[config.mk]
export PLATFORM = sky130hd
export DESIGN_NAME = masked_and_hpc2_vec
export DESIGN_NICKNAME = d
export VERILOG_FILES = /design/src/rtl/masked_pkg.sv /design/src/rtl/hpc2_lane_core.sv /design/src/rtl/masked_and_hpc2_vec.sv
export SDC_FILE = /design/constraint.sdc
export NUM_CORES = 1
export LEC_CHECK = 0
export CAP_MARGIN = 10
export CORE_ASPECT_RATIO = 0.5
export CORE_MARGIN = 5
export CORE_UTILIZATION = 50
export DETAILED_ROUTE_END_ITERATION = 10
export GPL_TIMING_DRIVEN = 0
export HOLD_SLACK_MARGIN = 0.12
export PLACE_DENSITY = 0.76
export SYNTH_ARGS = -nofsm -noshare
export SYNTH_HDL_FRONTEND = slang
export SYNTH_SLANG_ARGS = --single-unit
[constraint.sdc]
create_clock -name clk -period 1.23 [get_ports clk]
set_input_delay 0.246 -clock clk [delete_from_list [all_inputs] [get_ports clk]]
set_output_delay 0.246 -clock clk [all_outputs]
set_load 0.02 [all_outputs]
[src/rtl/masked_pkg.sv]
// Shared helpers for the masked HPC2 AND datapath:
// randomness sizing, pair indexing and share/lane bit placement.
package masked_pkg;

  function automatic int nrnd(input int d);
    return d * (d - 1) / 2;
  endfunction

  // Offset of pair (i<j) in a lane's randomness word
  function automatic int rnd_idx(input int d, input int i, input int j);
    return i * d - i * (i + 1) / 2 + (j - 1 - i);
  endfunction

  function automatic int shr_bit(input int w, input int s, input int k);
    return s * w + k;
  endfunction

endpackage

[src/rtl/hpc2_lane_core.sv]
// One lane of the HPC2 masked AND: D shares, two register stages.
// Output shares are a pure XOR tree over stage-2 registers.
module hpc2_lane_core
  import masked_pkg::*;
#(
  parameter  int D = 2,
  localparam int R = nrnd(D)
) (
  input  logic         clk,
  input  logic         rst_n,
  input  logic         en1,
  input  logic         en2,
  input  logic [D-1:0] a,
  input  logic [D-1:0] b,
  input  logic [R-1:0] r,
  output logic [D-1:0] c
);

  (* keep = "true" *) logic [D-1:0] a1;
  (* keep = "true" *) logic [D-1:0] b1;
  (* keep = "true" *) logic [R-1:0] r1;
  (* keep = "true" *) logic [D-1:0] p2;

  always_ff @(posedge clk or negedge rst_n) begin
    if (!rst_n) begin
      a1 <= '0;
      b1 <= '0;
      r1 <= '0;
    end else if (en1) begin
      a1 <= a;
      b1 <= b;
      r1 <= r;
    end
  end

  always_ff @(posedge clk or negedge rst_n) begin
    if (!rst_n) begin
      p2 <= '0;
    end else if (en2) begin
      p2 <= a1 & b1;
    end
  end

  for (genvar i = 0; i < D; i++) begin : g_i
    logic [D-1:0] t;
    for (genvar j = 0; j < D; j++) begin : g_j
      if (i == j) begin : g_p
        assign t[j] = p2[i];
      end else begin : g_x
        // r[i][j] and r[j][i] share one random bit
        localparam int K = (i < j) ? rnd_idx(D, i, j)
                                   : rnd_idx(D, j, i);
        (* keep = "true" *) logic v_q;
        (* keep = "true" *) logic u_q;
        (* keep = "true" *) logic w_q;

        always_ff @(posedge clk or negedge rst_n) begin
          if (!rst_n) begin
            v_q <= 1'b0;
            u_q <= 1'b0;
            w_q <= 1'b0;
          end else begin
            if (en1) v_q <= b[j] ^ r[K];
            if (en2) begin
              u_q <= ~a1[i] & r1[K];
              w_q <= a1[i] & v_q;
            end
          end
        end

        assign t[j] = u_q ^ w_q;
      end
    end
    assign c[i] = ^t;
  end

endmodule

[src/rtl/masked_and_hpc2_vec.sv]
// Vectorised two-stage HPC2 masked AND with valid/ready flow control.
// Holds the handshake, inv_b injection and share/lane re-packing.
module masked_and_hpc2_vec
  import masked_pkg::*;
#(
  parameter  int D = 2,
  parameter  int W = 8,
  localparam int R = nrnd(D)
) (
  input  logic           clk,
  input  logic           rst_n,
  input  logic           in_valid,
  output logic           in_ready,
  input  logic           inv_b,
  input  logic [D*W-1:0] ina,
  input  logic [D*W-1:0] inb,
  input  logic [W*R-1:0] rnd,
  output logic           out_valid,
  input  logic           out_ready,
  output logic [D*W-1:0] out_c
);

  logic v1;
  logic v2;
  logic adv1;
  logic adv2;
  logic acc;
  logic en2;

  assign adv2      = ~v2 | out_ready;
  assign adv1      = ~v1 | adv2;
  assign in_ready  = adv1;
  assign out_valid = v2;
  assign acc       = in_valid & adv1;
  // Stage 2 only loads real beats, so it never re-masks a held one
  assign en2       = v1 & adv2;

  always_ff @(posedge clk or negedge rst_n) begin
    if (!rst_n) begin
      v1 <= 1'b0;
      v2 <= 1'b0;
    end else begin
      if (adv1) v1 <= in_valid;
      if (adv2) v2 <= v1;
    end
  end

  for (genvar k = 0; k < W; k++) begin : g_lane
    logic [D-1:0] a_l;
    logic [D-1:0] b_l;
    logic [D-1:0] c_l;

    for (genvar s = 0; s < D; s++) begin : g_s
      localparam int B = shr_bit(W, s, k);
      assign a_l[s]   = ina[B];
      assign b_l[s]   = inb[B] ^ ((s == 0) ? inv_b : 1'b0);
      assign out_c[B] = c_l[s];
    end

    hpc2_lane_core #(
      .D(D)
    ) u_core (
      .clk  (clk),
      .rst_n(rst_n),
      .en1  (acc),
      .en2  (en2),
      .a    (a_l),
      .b    (b_l),
      .r    (rnd[k*R +: R]),
      .c    (c_l)
    );
  end

endmodule

==> results of run 1 <==
## critical path, stage by stage (launching register included)
cell and delay [ps]:
dfrtp_1 450, xnor2_2 180, xnor2_1 230, buf_4 190
## metrics by stage
stage | hold WS, ps | std cells | worst slack [ps]
floorplan | -49.59 | 340 | -154.4
global placement | 488.2 | 536 | -4195
detailed placement | 271.5 | 537 | -673.1
CTS | 444.9 | 590 | -314.3
global route | 399.3 | 596 | -447.1
finish | 371.9 | 596 | -423.7
## sequential cells by signal, summed over array words and instances, names as in the netlist
register and flops:
out_valid 1, g_lane.u_core.b1 16, g_lane.u_core.a1 16, g_lane.u_core.g_i.g_j.g_x.v_q 16, g_lane.u_core.g_i.g_j.g_x.u_q 16, g_lane.u_core.r1 8, v1 1, g_lane.u_core.g_i.g_j.g_x.w_q 16
g_lane.u_core.p2 16
## what timing repair did
item | CTS | global route
hold buffers | 1 | 0
pin swaps | 22 | 32
gates resized for setup | 164 | 45
hold endpoints to repair | 40 | 0
setup endpoints to repair | 121 | 188
buffers inserted | 23 | 11
gates cloned | 14 | 0
## logic make-up after synthesis
family / after synthesis / share of synthesized area (%)
multiplexers: 72 / 19.48
AO/OA/AOI/OAI: 32 / 6.494
flip-flops: 106 / 53.78
XOR/XNOR: 56 / 9.944
buffers and inverters: 20 / 3.222
AND/OR/NAND/NOR: 54 / 7.078
## synth_stat cells, drive strengths merged
cell type	number	area, sq um
mux2	72	960.9
nand3b	1	20.02
xor2	24	210.2
nand4	32	200.2
nand2b	3	18.77
clkbuf	5	18.77
a21bo	32	320.3
dfrtp	106	2653
nand2	2	10.01
nor2b	16	100.1
xnor2	32	280.3
buf	15	140.1
## metal layers
layer  vias to the layer above  GRT usage [%]  share of wire, %  wire length (um)
met5                         -              0                 0                 0
met4                         0          8.942               1.6               233
met3                        21          5.355               7.3              1043
met2                       112          40.87                50              7207
met1                      1721          29.51                41              5802
li1                       1434              -                 -                 -
## final timing paths
| kind | from | endpoint | slack (ps) | cells after the start |
|---|---|---|---|---|
| worst min-delay path | rst_n | g_lane[6].u_core.a1[1]$_DFFE_PN0P_ | 370 | 2 |
| min in group clk | ina[13] | g_lane[5].u_core.a1[1]$_DFFE_PN0P_ | 510 | 2 |
| worst max-delay path | g_lane[4].u_core.p2[1]$_DFFE_PN0P_ | out_c[12] | -420 | 3 |
| worst max register to register | v1$_DFFE_PN0P_ | g_lane[4].u_core.g_i[1].g_j[0].g_x.v_q$_DFFE_PN0P_ | -260 | 6 |
| max in group asynchronous | rst_n | g_lane[7].u_core.a1[1]$_DFFE_PN0P_ | 190 | 3 |
| worst min register to register | g_lane[1].u_core.g_i[0].g_j[1].g_x.w_q$_DFFE_PN0P_ | g_lane[1].u_core.g_i[0].g_j[1].g_x.w_q$_DFFE_PN0P_ | 510 | 1 |
## power by group
part | leakage [nW] | switching (mW) | internal [mW] | total, mW
Sequential | 1.30 | 0.657 | 4.16 | 4.82
Combinational | 1.93 | 1.77 | 2.65 | 4.42
Clock | 0.140 | 1.33 | 1.58 | 2.92
Total | 3.37 | 3.77 | 8.40 | 12.2
## placed cells by master (no fill, tap or decap), drive strengths merged
cell and n:
dfrtp 106, xor2 24, bufinv 1, clkbuf 16
nor2b 16, nand3b 1, nand2b 3, a21bo 32
clkdlybuf4s50 42, dlygate4sd3 1, mux2 72, clkinv 1
buf 78, nand2 2, inv 2, nand4 32
xnor2 32
## area by class of cell
type                    instances  area share, %
clock buffers                  11          3.262
flip-flops and latches        106          37.20
multi-input cells             214          34.25
plain buffers                  19          4.490
repair buffers                107          17.70
clock inverters                 4         0.7366
well taps                     135          2.368
==> metrics, run 1 <==
WL final 14290 um; Setup violations, final 121; Filler cells 543; multi-input logic area 2444 sq um; Fin. Hold Viols 0; Routed Antenna Nets 0; Leak 3.369 nW; Setup TNS -21190 ps; critical path endpoint category output port; CTS H-Tree Depth 3; CTS Sinks 106; IO buf count 61; drc violations 0; post-DP HPWL 7120 um; clock-pin slew on the worst setup and hold paths 70 ps; Synth Warn # 0; final weighted congestion in routability-driven placement 0.7436; grt ovf 0; largest net degree at the start of global routing 67; min Tclk post-route 1654 ps; Hold WC Path Type in2async; GRT Resource Usage Total 23.76%; Vias 3288; initial antenna violation count 0; total CTS buffers 9; share of layout cells above drive strength 1 48.16%; Slew HR 72.40%; drt wl/cell 23.97 um; post-route cell area 7134 sq um; CTS tree done; CP Max Fanout 2; utilization after layout 74.78%; clock skew 10.83 ps; status complete, but fails checks; failing checks negative setup slack; die height 80.23 um; #FFs+latches synth 106; Overall Power 12.17 mW; Skew-Pair Late Insertion Delay 350 ps; Core ar. 9540 sq um; Gate Count Post-Synth 340; die area 12070 sq um; Worst VDD drop 747.8 uV; WP data arrival 1410 ps; IO Count 63; pwr/cell area 1705 nW/um^2; root buf cell clkbuf_16; Tcrit/Tclk final 134.4%; CP startpoint kind flop; first-pass GRT wire length 21380 um; mean area per synthesized cell 14.51 sq um; max cap viols 0; nets@finish 502; Pre-Repair DR Iteration Count 4; vias per cell 5.517; fmax 604.7 MHz; Worst EP required 980 ps; final antenna diode count 0; unrepaired setup endpoints after global routing yes; # rows 25; sequential fraction of the synthesis area 53.78%; number of global-route vias before repair 3772; Reg area 2654 sq um; Die Wd 150.5 um; mapped cell area 4932 sq um; Syn Nets 385; CTS Buffer Depth 2; area grow syn2layout 44.65%; Unique masters post-synth 17; Initial Util 51.70%; Worst Tran Pin Value 412.6 ps; final worst slack -423.7 ps; Crit Path Class reg2out; 1st-iter DRT viols 292; max-slew violation count 0; post-placement cell area 5839 sq um
Note: power is estimated with default switching activity, not from simulation.
==> run 2: changes to the inputs <==
--- a/config.mk
+++ b/config.mk
@@ -13,6 +13,7 @@
 export GPL_TIMING_DRIVEN = 0
 export HOLD_SLACK_MARGIN = 0.12
 export PLACE_DENSITY = 0.76
+export RECOVER_POWER = 100
 export SYNTH_ARGS = -nofsm -noshare
 export SYNTH_HDL_FRONTEND = slang
 export SYNTH_SLANG_ARGS = --single-unit
==> run 2 against run 1 <==
- the flow still finishes with violations (negative setup slack)
- final area fell by 0.11%
- count of clock-buffer cells in the layout did not move
- sequential power barely moved
- clock skew barely moved
- non-clock buffer count did not move
- combinational power barely moved
==> metrics, run 2 (same netlist as run 1, synthesis figures left out) <==
status complete, but fails checks; failing checks negative setup slack; Worst EP required 980 ps (about the same); CTS Buffer Depth 2 (unchanged); Tcrit/Tclk final 134.1% (-0.31 points); final weighted congestion in routability-driven placement 0.7436 (unchanged); Critical R2R Capture g_lane[4].u_core.g_i[1].g_j[0].g_x.v_q$_DFFE_PN0P_; cells on worst reg2reg path 6 (unchanged); Filler cells 545 (+0.37%); CTS Sinks 106 (unchanged); final worst slack -419.8 ps (+3.854 ps); pwr/cell area 1706 nW/um^2 (about the same); die area 12070 sq um (unchanged); final antenna diode count 0 (unchanged); GRT Resource Usage Total 23.76% (unchanged); CP Max Fanout 2 (unchanged); grt ovf 0 (unchanged); 1st-iter DRT viols 264 (-9.6%); Pre-Repair DR Iteration Count 4 (unchanged); Crit Path Class reg2out; nets@finish 502 (unchanged); largest net degree at the start of global routing 67 (unchanged); Core ar. 9540 sq um (unchanged); reg2reg start v1$_DFFE_PN0P_; CP startpoint kind flop; CTS tree done; initial antenna violation count 0 (unchanged); # rows 25 (unchanged); post-route cell area 7127 sq um (-0.11%); max cap viols 0 (unchanged); Setup violations, final 121 (unchanged); area grow syn2layout 44.50%; CP max stage delay 450 ps (about the same); Fin. Hold Viols 0 (unchanged); Skew-Pair Late Insertion Delay 350 ps (about the same); IO buf count 61 (unchanged); IO Count 63 (unchanged); Worst VDD drop 748.3 uV (about the same); Max stage delay cell, worst path dfrtp_1; commonest non-fill, non-tap cell in the layout dfrtp_1; Setup TNS -25370 ps (-4181 ps); Reg area 2654 sq um (unchanged); drc violations 0 (unchanged); clock-pin slew on the worst setup and hold paths 70 ps (about the same); drt wl/cell 24.06 um (+0.35%); clock skew 10.58 ps (-0.2559 ps); CTS H-Tree Depth 3 (unchanged); post-DP HPWL 7120 um (unchanged); min Tclk post-route 1650 ps (-3.854 ps); number of global-route vias before repair 3772 (unchanged); WP data arrival 1400 ps (about the same); total CTS buffers 9 (unchanged); max-slew violation count 0 (unchanged); vias per cell 5.530 (+0.24%); R2R Setup Slk -310 ps (-50 ps); Slew HR 59.39% (-13 points); multi-input logic area 2444 sq um (unchanged); Initial Util 51.70% (unchanged); unrepaired setup endpoints after global routing yes; fmax 606.1 MHz (+0.23%); root buf cell clkbuf_16; worst hold slack 462.8 ps (+90.87 ps); critical path endpoint category output port; post-placement cell area 5839 sq um (unchanged); WL final 14340 um (+0.35%); die height 80.23 um (unchanged); Hold WC Path Type in2async; share of layout cells above drive strength 1 48.16% (unchanged); Leak 3.366 nW (about the same); commonest non-fill, non-tap cells in the layout dfrtp_1, mux2_4, clkdlybuf4s50_1; Worst Tran Pin Value 609.1 ps (+196.5 ps); crit-path cells xnor2_2 > xnor2_1 > buf_4; Routed Antenna Nets 0 (unchanged); first-pass GRT wire length 21380 um (unchanged); Die Wd 150.5 um (unchanged); Vias 3296 (+0.24%)
[run 2: final cells by class]
| cell class | instances | area share, % |
|---|---|---|
| clock inverters | 4 | 0.7374 |
| well taps | 135 | 2.370 |
| clock buffers | 11 | 3.265 |
| multi-input cells | 214 | 34.29 |
| flip-flops and latches | 106 | 37.24 |
| repair buffers | 107 | 17.66 |
| plain buffers | 19 | 4.442 |
[run 2: timing repair]
action	in CTS	in global routing
endpoints found under the setup margin	121	188
hold buffers	1	0
setup buffers	23	11
pin swaps	22	32
gates cloned	14	0
gates resized for setup	164	45
hold endpoints to repair	40	0
[run 2: per-stage QoR]
stage	worst slack (ps)	instances	total power [mW]	utilization, %
6_report	-419.8	596	12.16	74.70
3_3_place_gp	-4195	536	8.126	60.94
4_1_cts	-314.3	590	11.57	72.51
5_1_grt	-447.1	596	12.61	74.70
2_1_floorplan	-154.4	340	6.890	-
3_5_place_dp	-673.1	537	8.278	61.21
[run 2: where the power goes]
| group | internal [mW] | total, mW | switching (mW) | leakage [nW] |
|---|---|---|---|---|
| Combinational | 2.65 | 4.42 | 1.78 | 1.93 |
| Sequential | 4.16 | 4.82 | 0.656 | 1.30 |
| Clock | 1.58 | 2.92 | 1.33 | 0.140 |
| Total | 8.40 | 12.2 | 3.76 | 3.37 |
[run 2: layer usage]
layer | part of all wire [%] | track usage [%] | vias up
met1 | 42 | 29.51 | 1745
li1 | - | - | 1434
met4 | 1.8 | 8.942 | 0
met3 | 5.7 | 5.355 | 25
met5 | 0 | 0 | -
met2 | 50 | 40.87 | 92
[run 2: critical path: cells and delay by family (launching register included)]
family,cells,cell delay [ps]
flip-flops,1,450
XOR/XNOR,2,420
buffers and inverters,1,190
[run 2: worst max path at each step]
| stage | startpoint | end | slack (ps) | cells after the start |
|---|---|---|---|---|
| floorplan | out_valid$_DFFE_PN0P_ | g_lane[0].u_core.a1[0]$_DFFE_PN0P_ | -150 | 5 |
| global placement | rst_n | out_valid$_DFFE_PN0P_ | -4200 | 1 |
| detailed placement | out_ready | g_lane[5].u_core.g_i[1].g_j[0].g_x.w_q$_DFFE_PN0P_ | -670 | 6 |
| CTS | g_lane[2].u_core.p2[0]$_DFFE_PN0P_ | out_c[2] | -310 | 3 |
| global route | g_lane[4].u_core.g_i[1].g_j[0].g_x.u_q$_DFFE_PN0P_ | out_c[12] | -450 | 3 |
| finish | g_lane[4].u_core.p2[1]$_DFFE_PN0P_ | out_c[12] | -420 | 3 |
